===== src/rtl/wb_pkg.sv =====
// rtl/wb_pkg.sv - shared widths, register-0 constant and source-select enum for the write-back port
package wb_pkg;

    localparam int DSIZE = 16;
    localparam int RSIZE = 4;
    localparam int NREG  = 16;

    localparam logic [RSIZE-1:0] R0 = '0;

    typedef enum logic [1:0] {
        SRC_NONE,
        SRC_LD,
        SRC_ALU
    } src_t;

endpackage


===== src/rtl/wb_write_port_if.sv =====
// rtl/wb_write_port_if.sv - result-source bundle (load return and ALU result) feeding the write-back port
interface wb_write_port_if
    import wb_pkg::*;
#(
    parameter int DW = DSIZE,
    parameter int AW = RSIZE
);

    logic          ld_valid;
    logic [AW-1:0] ld_addr;
    logic [DW-1:0] ld_data;

    logic          alu_valid;
    logic          alu_ready;
    logic [AW-1:0] alu_addr;
    logic [DW-1:0] alu_data;

    modport master (
        output ld_valid, ld_addr, ld_data,
        output alu_valid, alu_addr, alu_data,
        input  alu_ready
    );

    modport slave (
        input  ld_valid, ld_addr, ld_data,
        input  alu_valid, alu_addr, alu_data,
        output alu_ready
    );

endinterface


===== src/rtl/wb_scoreboard.sv =====
// rtl/wb_scoreboard.sv - outstanding-write busy vector with claim/clear and operand stall generation
module wb_scoreboard
    import wb_pkg::*;
(
    input  logic             Clock,
    input  logic             Reset,
    input  logic             claim_valid,
    input  logic [RSIZE-1:0] claim_addr,
    input  logic             clr_valid,
    input  logic [RSIZE-1:0] clr_addr,
    input  logic [RSIZE-1:0] q_addr1,
    input  logic [RSIZE-1:0] q_addr2,
    input  logic             q_hit1,
    input  logic             q_hit2,
    output logic             q_stall1,
    output logic             q_stall2,
    output logic [NREG-1:0]  busy
);

    logic [NREG-1:0] r_busy;
    logic [NREG-1:0] w_set;
    logic [NREG-1:0] w_clr;
    logic [NREG-1:0] w_busy_nxt;

    // Clear is applied before set so a same-edge claim keeps the register reserved.
    always_comb begin
        w_set = '0;
        w_clr = '0;
        if (clr_valid && clr_addr != R0)
            w_clr[clr_addr] = 1'b1;
        if (claim_valid && claim_addr != R0)
            w_set[claim_addr] = 1'b1;
        w_busy_nxt = ((r_busy & ~w_clr) | w_set) & ~NREG'(1);
    end

    always_ff @(posedge Clock) begin
        if (!Reset)
            r_busy <= '0;
        else
            r_busy <= w_busy_nxt;
    end

    assign busy     = r_busy;
    assign q_stall1 = r_busy[q_addr1] & ~q_hit1;
    assign q_stall2 = r_busy[q_addr2] & ~q_hit2;

endmodule


===== src/rtl/wb_write_port.sv =====
// rtl/wb_write_port.sv - load/ALU write-back arbiter, write stage and bypass; WB_PERF_CNT_EN adds perf counters
module wb_write_port
    import wb_pkg::*;
(
    input  logic             Clock,
    input  logic             Reset,
    wb_write_port_if.slave   bus,
    input  logic             claim_valid,
    input  logic [RSIZE-1:0] claim_addr,
    input  logic [RSIZE-1:0] q_addr1,
    input  logic [RSIZE-1:0] q_addr2,
    output logic             q_hit1,
    output logic             q_hit2,
    output logic [DSIZE-1:0] q_data1,
    output logic [DSIZE-1:0] q_data2,
    output logic             q_stall1,
    output logic             q_stall2,
    output logic [NREG-1:0]  busy,
    output logic             Wen,
    output logic [RSIZE-1:0] WAddr,
    output logic [DSIZE-1:0] WData
`ifdef WB_PERF_CNT_EN
    ,
    output logic [DSIZE-1:0] perf_writes,
    output logic [DSIZE-1:0] perf_alu_stalls
`endif
);

    src_t             w_src;
    logic [RSIZE-1:0] w_addr;
    logic [DSIZE-1:0] w_data;
    logic             w_acc;
    logic             w_wr;

    logic             r_wen;
    logic [RSIZE-1:0] r_waddr;
    logic [DSIZE-1:0] r_wdata;

    // Loads cannot be back-pressured, so they always win the single port.
    always_comb begin
        w_src = SRC_NONE;
        if (bus.ld_valid)
            w_src = SRC_LD;
        else if (bus.alu_valid)
            w_src = SRC_ALU;
    end

    assign bus.alu_ready = bus.alu_valid & ~bus.ld_valid;
    assign w_addr        = (w_src == SRC_LD) ? bus.ld_addr : bus.alu_addr;
    assign w_data        = (w_src == SRC_LD) ? bus.ld_data : bus.alu_data;
    assign w_acc         = (w_src != SRC_NONE);
    assign w_wr          = w_acc && (w_addr != R0);

    always_ff @(posedge Clock) begin
        if (!Reset) begin
            r_wen   <= 1'b0;
            r_waddr <= '0;
            r_wdata <= '0;
        end else begin
            r_wen <= w_wr;
            if (w_acc) begin
                r_waddr <= w_addr;
                r_wdata <= w_data;
            end
        end
    end

    assign Wen   = r_wen;
    assign WAddr = r_waddr;
    assign WData = r_wdata;

    assign q_hit1  = r_wen & (r_waddr == q_addr1) & (q_addr1 != R0);
    assign q_hit2  = r_wen & (r_waddr == q_addr2) & (q_addr2 != R0);
    assign q_data1 = q_hit1 ? r_wdata : '0;
    assign q_data2 = q_hit2 ? r_wdata : '0;

    wb_scoreboard u_scoreboard (
        .Clock       (Clock),
        .Reset       (Reset),
        .claim_valid (claim_valid),
        .claim_addr  (claim_addr),
        .clr_valid   (w_wr),
        .clr_addr    (w_addr),
        .q_addr1     (q_addr1),
        .q_addr2     (q_addr2),
        .q_hit1      (q_hit1),
        .q_hit2      (q_hit2),
        .q_stall1    (q_stall1),
        .q_stall2    (q_stall2),
        .busy        (busy)
    );

`ifdef WB_PERF_CNT_EN
    logic [DSIZE-1:0] r_perf_writes;
    logic [DSIZE-1:0] r_perf_alu_stalls;
    logic             w_alu_stall;

    assign w_alu_stall = bus.alu_valid & ~bus.alu_ready;

    always_ff @(posedge Clock) begin
        if (!Reset) begin
            r_perf_writes     <= '0;
            r_perf_alu_stalls <= '0;
        end else begin
            if (r_wen && r_perf_writes != '1)
                r_perf_writes <= r_perf_writes + 1'b1;
            if (w_alu_stall && r_perf_alu_stalls != '1)
                r_perf_alu_stalls <= r_perf_alu_stalls + 1'b1;
        end
    end

    assign perf_writes     = r_perf_writes;
    assign perf_alu_stalls = r_perf_alu_stalls;
`endif

endmodule


===== src/flat_wrapper.sv =====
// flat-port wrapper written by rule: the top's interface ports become plain ports
module wb_write_port_flat import wb_pkg::*;
  (Clock, Reset, claim_valid, claim_addr, q_addr1, q_addr2, q_hit1, q_hit2, q_data1, q_data2, q_stall1, q_stall2, busy, Wen, WAddr, WData, bus_ld_valid, bus_ld_addr, bus_ld_data, bus_alu_valid, bus_alu_addr, bus_alu_data, bus_alu_ready);
  wb_write_port_if bus_i ();
  input  logic Clock;
  input  logic Reset;
  input  logic claim_valid;
  input  logic [RSIZE-1:0] claim_addr;
  input  logic [RSIZE-1:0] q_addr1;
  input  logic [RSIZE-1:0] q_addr2;
  output logic q_hit1;
  output logic q_hit2;
  output logic [DSIZE-1:0] q_data1;
  output logic [DSIZE-1:0] q_data2;
  output logic q_stall1;
  output logic q_stall2;
  output logic [NREG-1:0] busy;
  output logic Wen;
  output logic [RSIZE-1:0] WAddr;
  output logic [DSIZE-1:0] WData;
  input wire logic [$bits(bus_i.ld_valid)-1:0] bus_ld_valid;
  input wire logic [$bits(bus_i.ld_addr)-1:0] bus_ld_addr;
  input wire logic [$bits(bus_i.ld_data)-1:0] bus_ld_data;
  input wire logic [$bits(bus_i.alu_valid)-1:0] bus_alu_valid;
  input wire logic [$bits(bus_i.alu_addr)-1:0] bus_alu_addr;
  input wire logic [$bits(bus_i.alu_data)-1:0] bus_alu_data;
  output wire logic [$bits(bus_i.alu_ready)-1:0] bus_alu_ready;
  assign bus_i.ld_valid = bus_ld_valid;
  assign bus_i.ld_addr = bus_ld_addr;
  assign bus_i.ld_data = bus_ld_data;
  assign bus_i.alu_valid = bus_alu_valid;
  assign bus_i.alu_addr = bus_alu_addr;
  assign bus_i.alu_data = bus_alu_data;
  assign bus_alu_ready = bus_i.alu_ready;
  wb_write_port u_core (.Clock(Clock), .Reset(Reset), .bus(bus_i), .claim_valid(claim_valid), .claim_addr(claim_addr), .q_addr1(q_addr1), .q_addr2(q_addr2), .q_hit1(q_hit1), .q_hit2(q_hit2), .q_data1(q_data1), .q_data2(q_data2), .q_stall1(q_stall1), .q_stall2(q_stall2), .busy(busy), .Wen(Wen), .WAddr(WAddr), .WData(WData));
endmodule

===== config.mk =====
export PLATFORM = sky130hd
export DESIGN_NAME = wb_write_port_flat
export DESIGN_NICKNAME = d
export VERILOG_FILES = /design/src/rtl/wb_pkg.sv /design/src/rtl/wb_write_port_if.sv /design/src/rtl/wb_scoreboard.sv /design/src/rtl/wb_write_port.sv /design/src/flat_wrapper.sv
export SDC_FILE = /design/constraint.sdc
export NUM_CORES = 1
export LEC_CHECK = 0
export ABC_AREA = 1
export BUFFER_PORTS_ARGS = -buffer_cell sky130_fd_sc_hd__buf_2
export CAP_MARGIN = 15
export CORE_AREA = 2 2 74 76
export CTS_CLUSTER_SIZE = 12
export DETAILED_ROUTE_END_ITERATION = 8
export DIE_AREA = 0 0 76 78
export PLACE_DENSITY = 0.85
export SYNTH_ARGS = -nofsm -noshare
export SYNTH_HDL_FRONTEND = slang
export SYNTH_SLANG_ARGS = --single-unit

===== constraint.sdc =====
create_clock -name Clock -period 3.75 [get_ports Clock]
set_clock_uncertainty 0.15 [all_clocks]
set_input_delay 0.1875 -clock Clock [delete_from_list [all_inputs] [get_ports Clock]]
set_output_delay 0.1875 -clock Clock [all_outputs]
set_load 0.05 [all_outputs]

==> impl_metrics.toml <==
[power_and_ir_drop]
p_leak_nw = 1.80
powerDensity_mw_per_mm2 = 315
power_w = 0.00100
ir_drop_mv = 0.192

[grt]
grt_max_degree = 26
grt_pass1_wl_um = 12500
antenna_found_initial = 0
grt_pass1_vias = 2815
grt-ovfl-total = 0
track_usage_pct = 25.3

[status]
run_status = "finished clean"

[clocking]
insertion_delay_ns = 0.29
cts_sinks = 36
cts-hold-fix-buffers = 0
numCtsBuffers = 5
cts_buffer_depth = 2
cts_resized = 0
cts_tree = "done"
htreeDepth = 2
cts_setup_buffers = 0
cts_root_buffer = "clkbuf_8"
clkSlewWorstSetupHoldPaths_ns = 0.07

[synthesis]
synth-seq-cells = 36
synthFlopType = "dfxtp_1"
syn_inst = 410
ys_warn_count = 0
synth_cell_types = 30
synth.avg_cell_area_um2 = 6.01
ys_async_sr_fraction_pct = 0
netlist_area_mm2 = 0.00246
syn-num-nets = 467
ys_seq_area_share_pct = 29.3
synth_edf_count = 0

[critical_path]
r2r-end = "u_core.WData[11]"
r2r_start = "u_core.WData[11]"
reg2reg_slack_ns = 2.83
reg2reg_depth = 4
cp.arrival_ns = 1.83
critPathMaxFanout = 18
cp.required_ns = 3.41
criticalPathCategory = "reg2out"
startpoint_type = "flip-flop"
endpoint_kind = "primary output"
crit_end = "q_data1[3]"
cp-startpoint = "u_core.WAddr[0]"

[detailed_routing]
wl_per_cell_um = 12.4
routed_via_density = 5.02
dr.pass1.iters = 6
vias = 3020
first_iter_violations = 186
wl_um = 7440
drc_errors = 0
drtAntennaViolNets = 0

[cells_and_area]
fillers = 491
fin_cells = 601
syn_to_final_growth_pct = 29.4
seq_area_um2 = 721
drive_gt1_share_pct = 30.3
final_nets = 587
fin_util_pct = 63.2
diodes = 0
multi_input_area_mm2 = 0.00141

[die]
die_h_um = 78
core-area_mm2 = 0.00504
die_area_mm2 = 0.00593
dieWidth_um = 76
fp-row-count = 26
io_pins = 131
initial_core_util_pct = 48.8

[sta]
fmax_mhz = 461
hold_viol_final = 0
tns_ns = 0
timing.final.crit_share_pct = 57.9
rsz0062_at_grt = "no"
drv_slew = 0
tightest_slew_ns = 0.514
period_needed_ns = 2.17
timing.hold.ws_ns = 0.0136
setup_viol = 0
slew-limit-headroom_pct = 65.6

[placed_design]
gp_congestion = 0.899
portBuffers = 129
place_hpwl_um = 5840
dp.cells = 593

[run]
drv_cap = 0

[hold_path]
holdCritPathClass = "in2reg"
-- synth_stat cells (3+ instances only) --
| cell | number | area share [%] |
|---|---|---|
| nand2_2 | 5 | 1.3 |
| buf_4 | 5 | 1.5 |
| nand2_4 | 5 | 2.3 |
| buf_2 | 6 | 1.2 |
| a22oi_1 | 9 | 2.7 |
| xor2_1 | 4 | 1.4 |
| a21oi_1 | 27 | 5.5 |
| nand3_1 | 42 | 8.5 |
| nand2_1 | 111 | 17 |
| dfxtp_1 | 36 | 29 |
| inv_1 | 55 | 8.4 |
| o21ai_0 | 15 | 3.0 |
| inv_2 | 3 | 0.46 |
| nor2_1 | 61 | 9.3 |
| nand4_1 | 3 | 0.76 |
-- sequential cells by signal, indices dropped and copies added (netlist names) --
signal                    flops
u_core.u_scoreboard.busy     15
u_core.WData                 16
u_core.Wen                    1
u_core.WAddr                  4
-- logic make-up after synthesis --
kind of cell	synth area share, %
DFF	29.3
other	0.152
AOI/OAI and AO/OA	12.0
buffers and inverters	13.4
and+or+nand+nor	43.7
xor gates and xnor gates	1.42
-- report_power, final --
part | internal [W] | total [W] | switching [W]
Combinational | 0.0000838 | 0.000295 | 0.000211
Clock | 0.000147 | 0.000288 | 0.000141
Sequential | 0.000401 | 0.000421 | 0.0000194
-- placed cells by master, fill, tap and decap left out, drive strengths merged --
| cell type | synthesis | final |
|---|---|---|
| a21oi | 28 | 28 |
| clkbuf | 2 | 6 |
| buf | 14 | 129 |
| nor2 | 66 | 66 |
| clkinv | 1 | 3 |
| o21ai | 17 | 17 |
| a22oi | 9 | 9 |
| nand3 | 44 | 44 |
| nand3b | 2 | 2 |
| nand2 | 121 | 121 |
| conb | 1 | 1 |
| inv | 59 | 59 |
| nor3 | 3 | 3 |
| dfxtp | 36 | 36 |
| nand4 | 3 | 3 |
| xor2 | 4 | 4 |
-- worst max-delay path, cell delays in order (launching register included) --
cell and delay (ns):
dfxtp_1 0.37, inv_1 0.10, nor2_1 0.05, nor3_2 0.19, nand3_2 0.33, nor2_1 0.21
buf_2 0.29
-- routing by layer --
metal  share of wire (%)  routed length [um]  vias up  GRT usage (%)
met2                  50                3690      125           42.8
met5                   0                   0        -              0
li1                    -                   -     1522              -
met3                 7.4                 550       17           6.74
met1                  41                3040     1356           30.6
met4                 2.1                 155        0           10.4
-- through the flow --
step           setup slack [ns]  area (um2)
2_1_floorplan              1.42        2460
3_3_place_gp               1.92        3090
3_5_place_dp               1.87        3090
4_1_cts                    1.59        3190
5_1_grt                    1.37        3190
6_report                   1.58        3190
-- how the worst min path moves through the flow --
stage / startpoint / to / slack [ns] / cells after the start
2_1_floorplan: claim_valid / u_core.u_scoreboard.busy[10] / 0.20 / 2
3_5_place_dp: bus_alu_data[12] / u_core.WData[12] / 0.32 / 5
4_1_cts: bus_alu_data[12] / u_core.WData[12] / 0.01 / 5
5_1_grt: bus_alu_data[12] / u_core.WData[12] / 0.03 / 5
6_report: bus_alu_data[12] / u_core.WData[12] / 0.01 / 5
3_3_place_gp: bus_alu_data[3] / u_core.WData[3] / 0.31 / 5
-- layout make-up --
cell class	instances	area share, %
Multi-Input combinational cell	298	44.3
Sequential cell	36	22.6
Clock buffer	6	2.59
Clock inverter	2	0.314
Tap cell	70	2.75
Inverter	60	7.15
Timing Repair Buffer	129	20.3
Note: power is estimated with default switching activity, not from simulation.
